### src/rtl/swt16_pkg.sv
// swt16 shared definitions: default widths, PC step and the fetch-entry payload.
package swt16_pkg;

  localparam int unsigned DEF_WORD_WIDTH = 16;
  localparam int unsigned DEF_ADDR_WIDTH = 12;
  localparam int unsigned PC_INCR        = DEF_WORD_WIDTH / 8;

  // One fetched instruction together with the byte address it came from
  typedef struct packed {
    logic [DEF_WORD_WIDTH-1:0] instr;
    logic [DEF_ADDR_WIDTH-1:0] pc;
  } fetch_entry_t;

endpackage

### src/rtl/fetch_buf.sv
// fetch_buf: 2-entry FIFO of fetch entries; flush empties it, reset also clears storage.
module fetch_buf
  import swt16_pkg::*;
#(
  parameter type entry_t = fetch_entry_t
) (
  input  logic       clock,
  input  logic       reset,
  input  logic       push,
  input  entry_t     push_entry,
  input  logic       pop,
  input  logic       flush,
  output entry_t     head,
  output logic       empty,
  output logic [1:0] count
);

  entry_t     mem [2];
  logic       rd_ptr;
  logic       wr_ptr;
  logic [1:0] cnt;

  // Storage, pointers and occupancy; flush drops contents without clearing them
  always_ff @(posedge clock) begin
    if (reset) begin
      mem[0] <= '0;
      mem[1] <= '0;
      rd_ptr <= 1'b0;
      wr_ptr <= 1'b0;
      cnt    <= 2'd0;
    end else if (flush) begin
      rd_ptr <= 1'b0;
      wr_ptr <= 1'b0;
      cnt    <= 2'd0;
    end else begin
      if (push) begin
        mem[wr_ptr] <= push_entry;
        wr_ptr      <= ~wr_ptr;
      end
      if (pop) begin
        rd_ptr <= ~rd_ptr;
      end
      cnt <= cnt + 2'(push) - 2'(pop);
    end
  end

  assign head  = mem[rd_ptr];
  assign empty = (cnt == 2'd0);
  assign count = cnt;

endmodule

### src/rtl/fetch_unit.sv
// fetch_unit: swt16 instruction fetch. Issues byte addresses to program memory,
// captures the word one cycle later into a 2-entry buffer and presents it to
// decode over valid/ready. Redirects flush everything and restart at the target.
// Optional macro FETCH_STATS_EN adds transfer and stall counters.
module fetch_unit
  import swt16_pkg::*;
#(
  parameter int unsigned WORD_WIDTH = DEF_WORD_WIDTH,
  parameter int unsigned ADDR_WIDTH = DEF_ADDR_WIDTH,
  parameter int unsigned RESET_PC   = 0
) (
  input  logic                  clock,
  input  logic                  reset,
  output logic [ADDR_WIDTH-1:0] out_pmem_addr,
  input  logic [WORD_WIDTH-1:0] in_pmem_word,
  input  logic                  in_redirect,
  input  logic [ADDR_WIDTH-1:0] in_redirect_pc,
  output logic                  out_valid,
  input  logic                  in_ready,
  output logic [WORD_WIDTH-1:0] out_instr,
  output logic [ADDR_WIDTH-1:0] out_instr_pc
`ifdef FETCH_STATS_EN
  ,
  output logic [15:0]           out_fetch_cnt,
  output logic [15:0]           out_stall_cnt
`endif
);

  localparam int unsigned PC_STEP = WORD_WIDTH / 8;

  typedef struct packed {
    logic [WORD_WIDTH-1:0] instr;
    logic [ADDR_WIDTH-1:0] pc;
  } entry_t;

  logic [ADDR_WIDTH-1:0] fetch_pc;
  logic [ADDR_WIDTH-1:0] inflight_pc;
  logic                  inflight_valid;

  logic                  buf_empty;
  logic [1:0]            buf_count;
  entry_t                buf_head;

  logic                  pop_c;
  logic                  push_c;
  logic                  issue_c;
  logic [2:0]            level_c;
  logic [ADDR_WIDTH-1:0] target_c;
  entry_t                push_entry_c;

  // Handshake, capture and issue decisions; issue only if the buffer cannot overflow
  always_comb begin
    pop_c              = ~buf_empty & in_ready;
    push_c             = inflight_valid & ~in_redirect;
    level_c            = 3'(buf_count) + 3'(inflight_valid) - 3'(pop_c);
    issue_c            = ~in_redirect & (level_c < 3'd2);
    target_c           = in_redirect_pc & ~ADDR_WIDTH'(1);
    push_entry_c       = '0;
    push_entry_c.instr = in_pmem_word;
    push_entry_c.pc    = inflight_pc;
  end

  // Fetch PC and in-flight tracking; redirect outranks issue
  always_ff @(posedge clock) begin
    if (reset) begin
      fetch_pc       <= ADDR_WIDTH'(RESET_PC);
      inflight_pc    <= '0;
      inflight_valid <= 1'b0;
    end else if (in_redirect) begin
      fetch_pc       <= target_c;
      inflight_valid <= 1'b0;
    end else if (issue_c) begin
      fetch_pc       <= fetch_pc + ADDR_WIDTH'(PC_STEP);
      inflight_pc    <= fetch_pc;
      inflight_valid <= 1'b1;
    end else begin
      inflight_valid <= 1'b0;
    end
  end

  fetch_buf #(
    .entry_t (entry_t)
  ) u_buf (
    .clock      (clock),
    .reset      (reset),
    .push       (push_c),
    .push_entry (push_entry_c),
    .pop        (pop_c),
    .flush      (in_redirect),
    .head       (buf_head),
    .empty      (buf_empty),
    .count      (buf_count)
  );

  assign out_pmem_addr = fetch_pc;
  assign out_valid     = ~buf_empty;
  assign out_instr     = buf_head.instr;
  assign out_instr_pc  = buf_head.pc;

`ifdef FETCH_STATS_EN
  // Completed transfers and back-pressured cycles, both wrapping at 16 bits
  always_ff @(posedge clock) begin
    if (reset) begin
      out_fetch_cnt <= 16'd0;
      out_stall_cnt <= 16'd0;
    end else begin
      if (pop_c && !in_redirect) begin
        out_fetch_cnt <= out_fetch_cnt + 16'd1;
      end
      if (!buf_empty && !in_ready) begin
        out_stall_cnt <= out_stall_cnt + 16'd1;
      end
    end
  end
`endif

endmodule

### config.mk
export PLATFORM = sky130hd
export DESIGN_NAME = fetch_unit
export DESIGN_NICKNAME = d
export VERILOG_FILES = /design/src/rtl/swt16_pkg.sv /design/src/rtl/fetch_buf.sv /design/src/rtl/fetch_unit.sv
export SDC_FILE = /design/constraint.sdc
export NUM_CORES = 1
export LEC_CHECK = 0
export BUFFER_PORTS_ARGS = -buffer_cell sky130_fd_sc_hd__buf_2
export CORE_MARGIN = 2
export CORE_UTILIZATION = 35
export DETAILED_ROUTE_END_ITERATION = 10
export GPL_TIMING_DRIVEN = 0
export MAX_ROUTING_LAYER = met4
export PLACE_DENSITY_LB_ADDON = 0.12
export SLEW_MARGIN = 20
export SYNTH_ARGS = -nofsm -noshare
export SYNTH_HDL_FRONTEND = slang
export SYNTH_SLANG_ARGS = --single-unit
export TNS_END_PERCENT = 10
### constraint.sdc
create_clock -name clock -period 3 [get_ports clock]
set_input_delay 0.6 -clock clock [delete_from_list [all_inputs] [get_ports clock]]
set_output_delay 0.6 -clock clock [all_outputs]
set_load 0.02 [all_outputs]
==> impl_metrics.ini <==
[die]
num_rows = 37
die_w_um = 106
start_util = 0.359
coreArea_sq_um = 10200
dieArea_sq_um = 11300
die_h_um = 106
io_pins = 73

[status]
status = completed

[clock_network]
cts_tree = built
hold_buffers = 0
h-tree-depth = 3
worstSkewPairLatency_ps = 330
cts.sinks = 82
cts_buffers = 9
cts_root_buf = clkbuf_8
cts.reportedPaths.clkPinSlew_ps = 80
clk_path_buf_depth = 2

[setup_path]
ff2ff_setup_slack_ps = 190
crit_end = out_pmem_addr[9]
startpoint_type = flip-flop
reg2reg_to = out_pmem_addr[9]
endpoint_kind = flip-flop
cp_max_fo = 5
startpoint = u_buf.count[1]
r2r_start = u_buf.count[1]
reg2reg_depth = 10
criticalPathCategory = reg -> reg
cp_data_required_time_ps = 3200
cp.arrival_ps = 3010

[global_routing]
grt_busiest_layer = met2
grt_pass1_wl_um = 11200
grt_overflow = 0
grt_use_met1 = 0.170
globalRouteMet2Util = 0.209
gr-usage-all-layers = 0.132
antenna_found_initial = 0
grt_pass1_vias = 2279
grt_max_degree = 28
met3_usage = 0.0251

[placement]
port_buffers = 69
hpwl_um = 4740
placed_area_sq_um = 4220
dpl_worst_slack_ps = 117
gp_congestion = 0.797
dp.cells = 495

[synth]
ys_ff_latch = 82
ys_seq_area_frac = 0.595
synthTopCellsByArea = edfxtp_1 44%, dfxtp_1 15%, and2_1 9.4%
synthCells = 288
netlist_area_sq_um = 3670
ys_warn_count = 0
ys_types = 38
synth_top_area_share = 0.442
synth_area_per_cell_sq_um = 12.7
synth_area_leader_cell = edfxtp_1

[drt]
wl_per_cell_um = 13.7
drt_pre_antenna_iters = 4
ant_nets = 0
drt_iter0_markers = 50
route.detailed.drc = 0
wl_um = 6980
vias = 2292
viasPerCell = 4.49

[sta]
setup_ws_ps = 190
skew_ps = 9.31
slew_violations = 0
slew_headroom = 0.535
period_needed_ps = 2810
max_freq_mhz = 356
rsz0062_at_grt = no
final-setup-viol-count = 0
hold_violations = 0
worst_pin_slew_ps = 698
post-route-period-util = 0.937

[finish]
syn_to_final_growth_pct = 19.5
ff_latch_area_sq_um = 2180
layout_common_cells = 72 x buf_2, 55 x and2_1, 54 x edfxtp_1
finalInstanceArea_sq_um = 4380
nFillCells = 986
final_common_cell = buf_2
drive_above_1_share = 0.344
final_nets = 407
n_antenna_cell = 0
instances_no_fill = 511
multi_input_area_sq_um = 1400

[pwr]
irDropWorstVdd_uv = 196
powerDensity_nw_per_um2 = 507
p_total_mw = 2.22
power.leakage_nw = 1.80

[hold_path]
hp-class = reg -> reg

[run]
max_cap_viol_count = 0
synthesized netlist by cell type, drive strengths merged:
cell type,count
o21ai,1
dfxtp,28
nand4,1
a2111oi,1
nor4,2
nor4b,1
nor2,27
or2,3
and2,55
mux2i,12
o21bai,4
buf,7
nand3,4
edfxtp,54
a21oi,4
ha,4
nor3b,2
a211oi,7
conb,1
or3,1
inv,7
nor3,3
and4,1
a311oi,1
mux2,27
fa,1
xnor2,9
clkbuf,9
xor2,2
nor2b,1
nand2b,3
nand2,5
worst max-delay path, cell delays in order, from the launching register on:
cell,delay (ps)
dfxtp_1,360
or2_2,290
and2_1,180
ha_1,270
inv_1,80
nand2_1,70
fa_1,620
nand2_1,150
nor4_1,420
xnor2_1,160
a21oi_1,70
area by class of cell:
type,count,share of cell area
buffer,16,0.0191
clock buffer,11,0.0300
clock inverter,5,0.00542
inverter,7,0.00599
multi-input combinational,184,0.320
sequential,82,0.498
tap,136,0.0388
timing repair buffer,70,0.0833
state kept, by name, summed over array words and instances, names as in the netlist, named ones only:
signal and flops:
u_buf.mem 54, inflight_pc 11, out_pmem_addr 11, u_buf.count 2
inflight_valid 1, u_buf.rd_ptr 1, u_buf.wr_ptr 1
cell families after synthesis:
kind of cell / after synthesis / share of synthesized area
compound gates: 18 / 0.0372
xor+xnor: 11 / 0.0263
fa+ha+maj: 5 / 0.0191
buf+inv: 23 / 0.0300
flops: 82 / 0.595
mux: 39 / 0.116
other cells: 1 / 0.00102
simple gates: 109 / 0.176
metrics by stage:
step	setup TNS [ps]	hold WS, ps	utilization
6_report	0	486	0.429
5_1_grt	0	527	0.429
4_1_cts	0	493	0.428
3_5_place_dp	0	481	0.412
2_1_floorplan	0	458	-
3_3_place_gp	-10260	465	0.409
power by group:
| part | leakage, nW | switching, mW | total, mW | internal (mW) |
|---|---|---|---|---|
| Sequential | 0.791 | 0.0350 | 1.29 | 1.26 |
| Combinational | 0.920 | 0.155 | 0.266 | 0.111 |
| Clock | 0.0843 | 0.371 | 0.665 | 0.293 |
| Total | 1.80 | 0.561 | 2.22 | 1.66 |
routing by layer:
layer	part of all wire	wire, um	vias up
li1	-	-	1160
met1	0.47	3300	1060
met2	0.47	3270	64
met3	0.047	326	8
met4	0.012	86	0
met5	0	0	-
worst min-delay path by stage:
stage                                   to  cells after the start              start  slack [ps]
final                         u_buf.wr_ptr                      2       u_buf.wr_ptr         490
after global routing      out_pmem_addr[2]                      3  in_redirect_pc[2]         530
after CTS                     u_buf.wr_ptr                      2       u_buf.wr_ptr         490
after detailed placement      u_buf.wr_ptr                      2       u_buf.wr_ptr         480
after global placement        u_buf.wr_ptr                      2       u_buf.wr_ptr         470
after floorplan               u_buf.wr_ptr                      2       u_buf.wr_ptr         460
what timing repair did:
action | in CTS | in global routing
endpoints found under the setup margin | 0 | 12
resized for setup | 0 | 2
buffers inserted | 0 | 0
hold endpoints to repair | 0 | 0
Note: power is estimated with default switching activity, not from simulation.
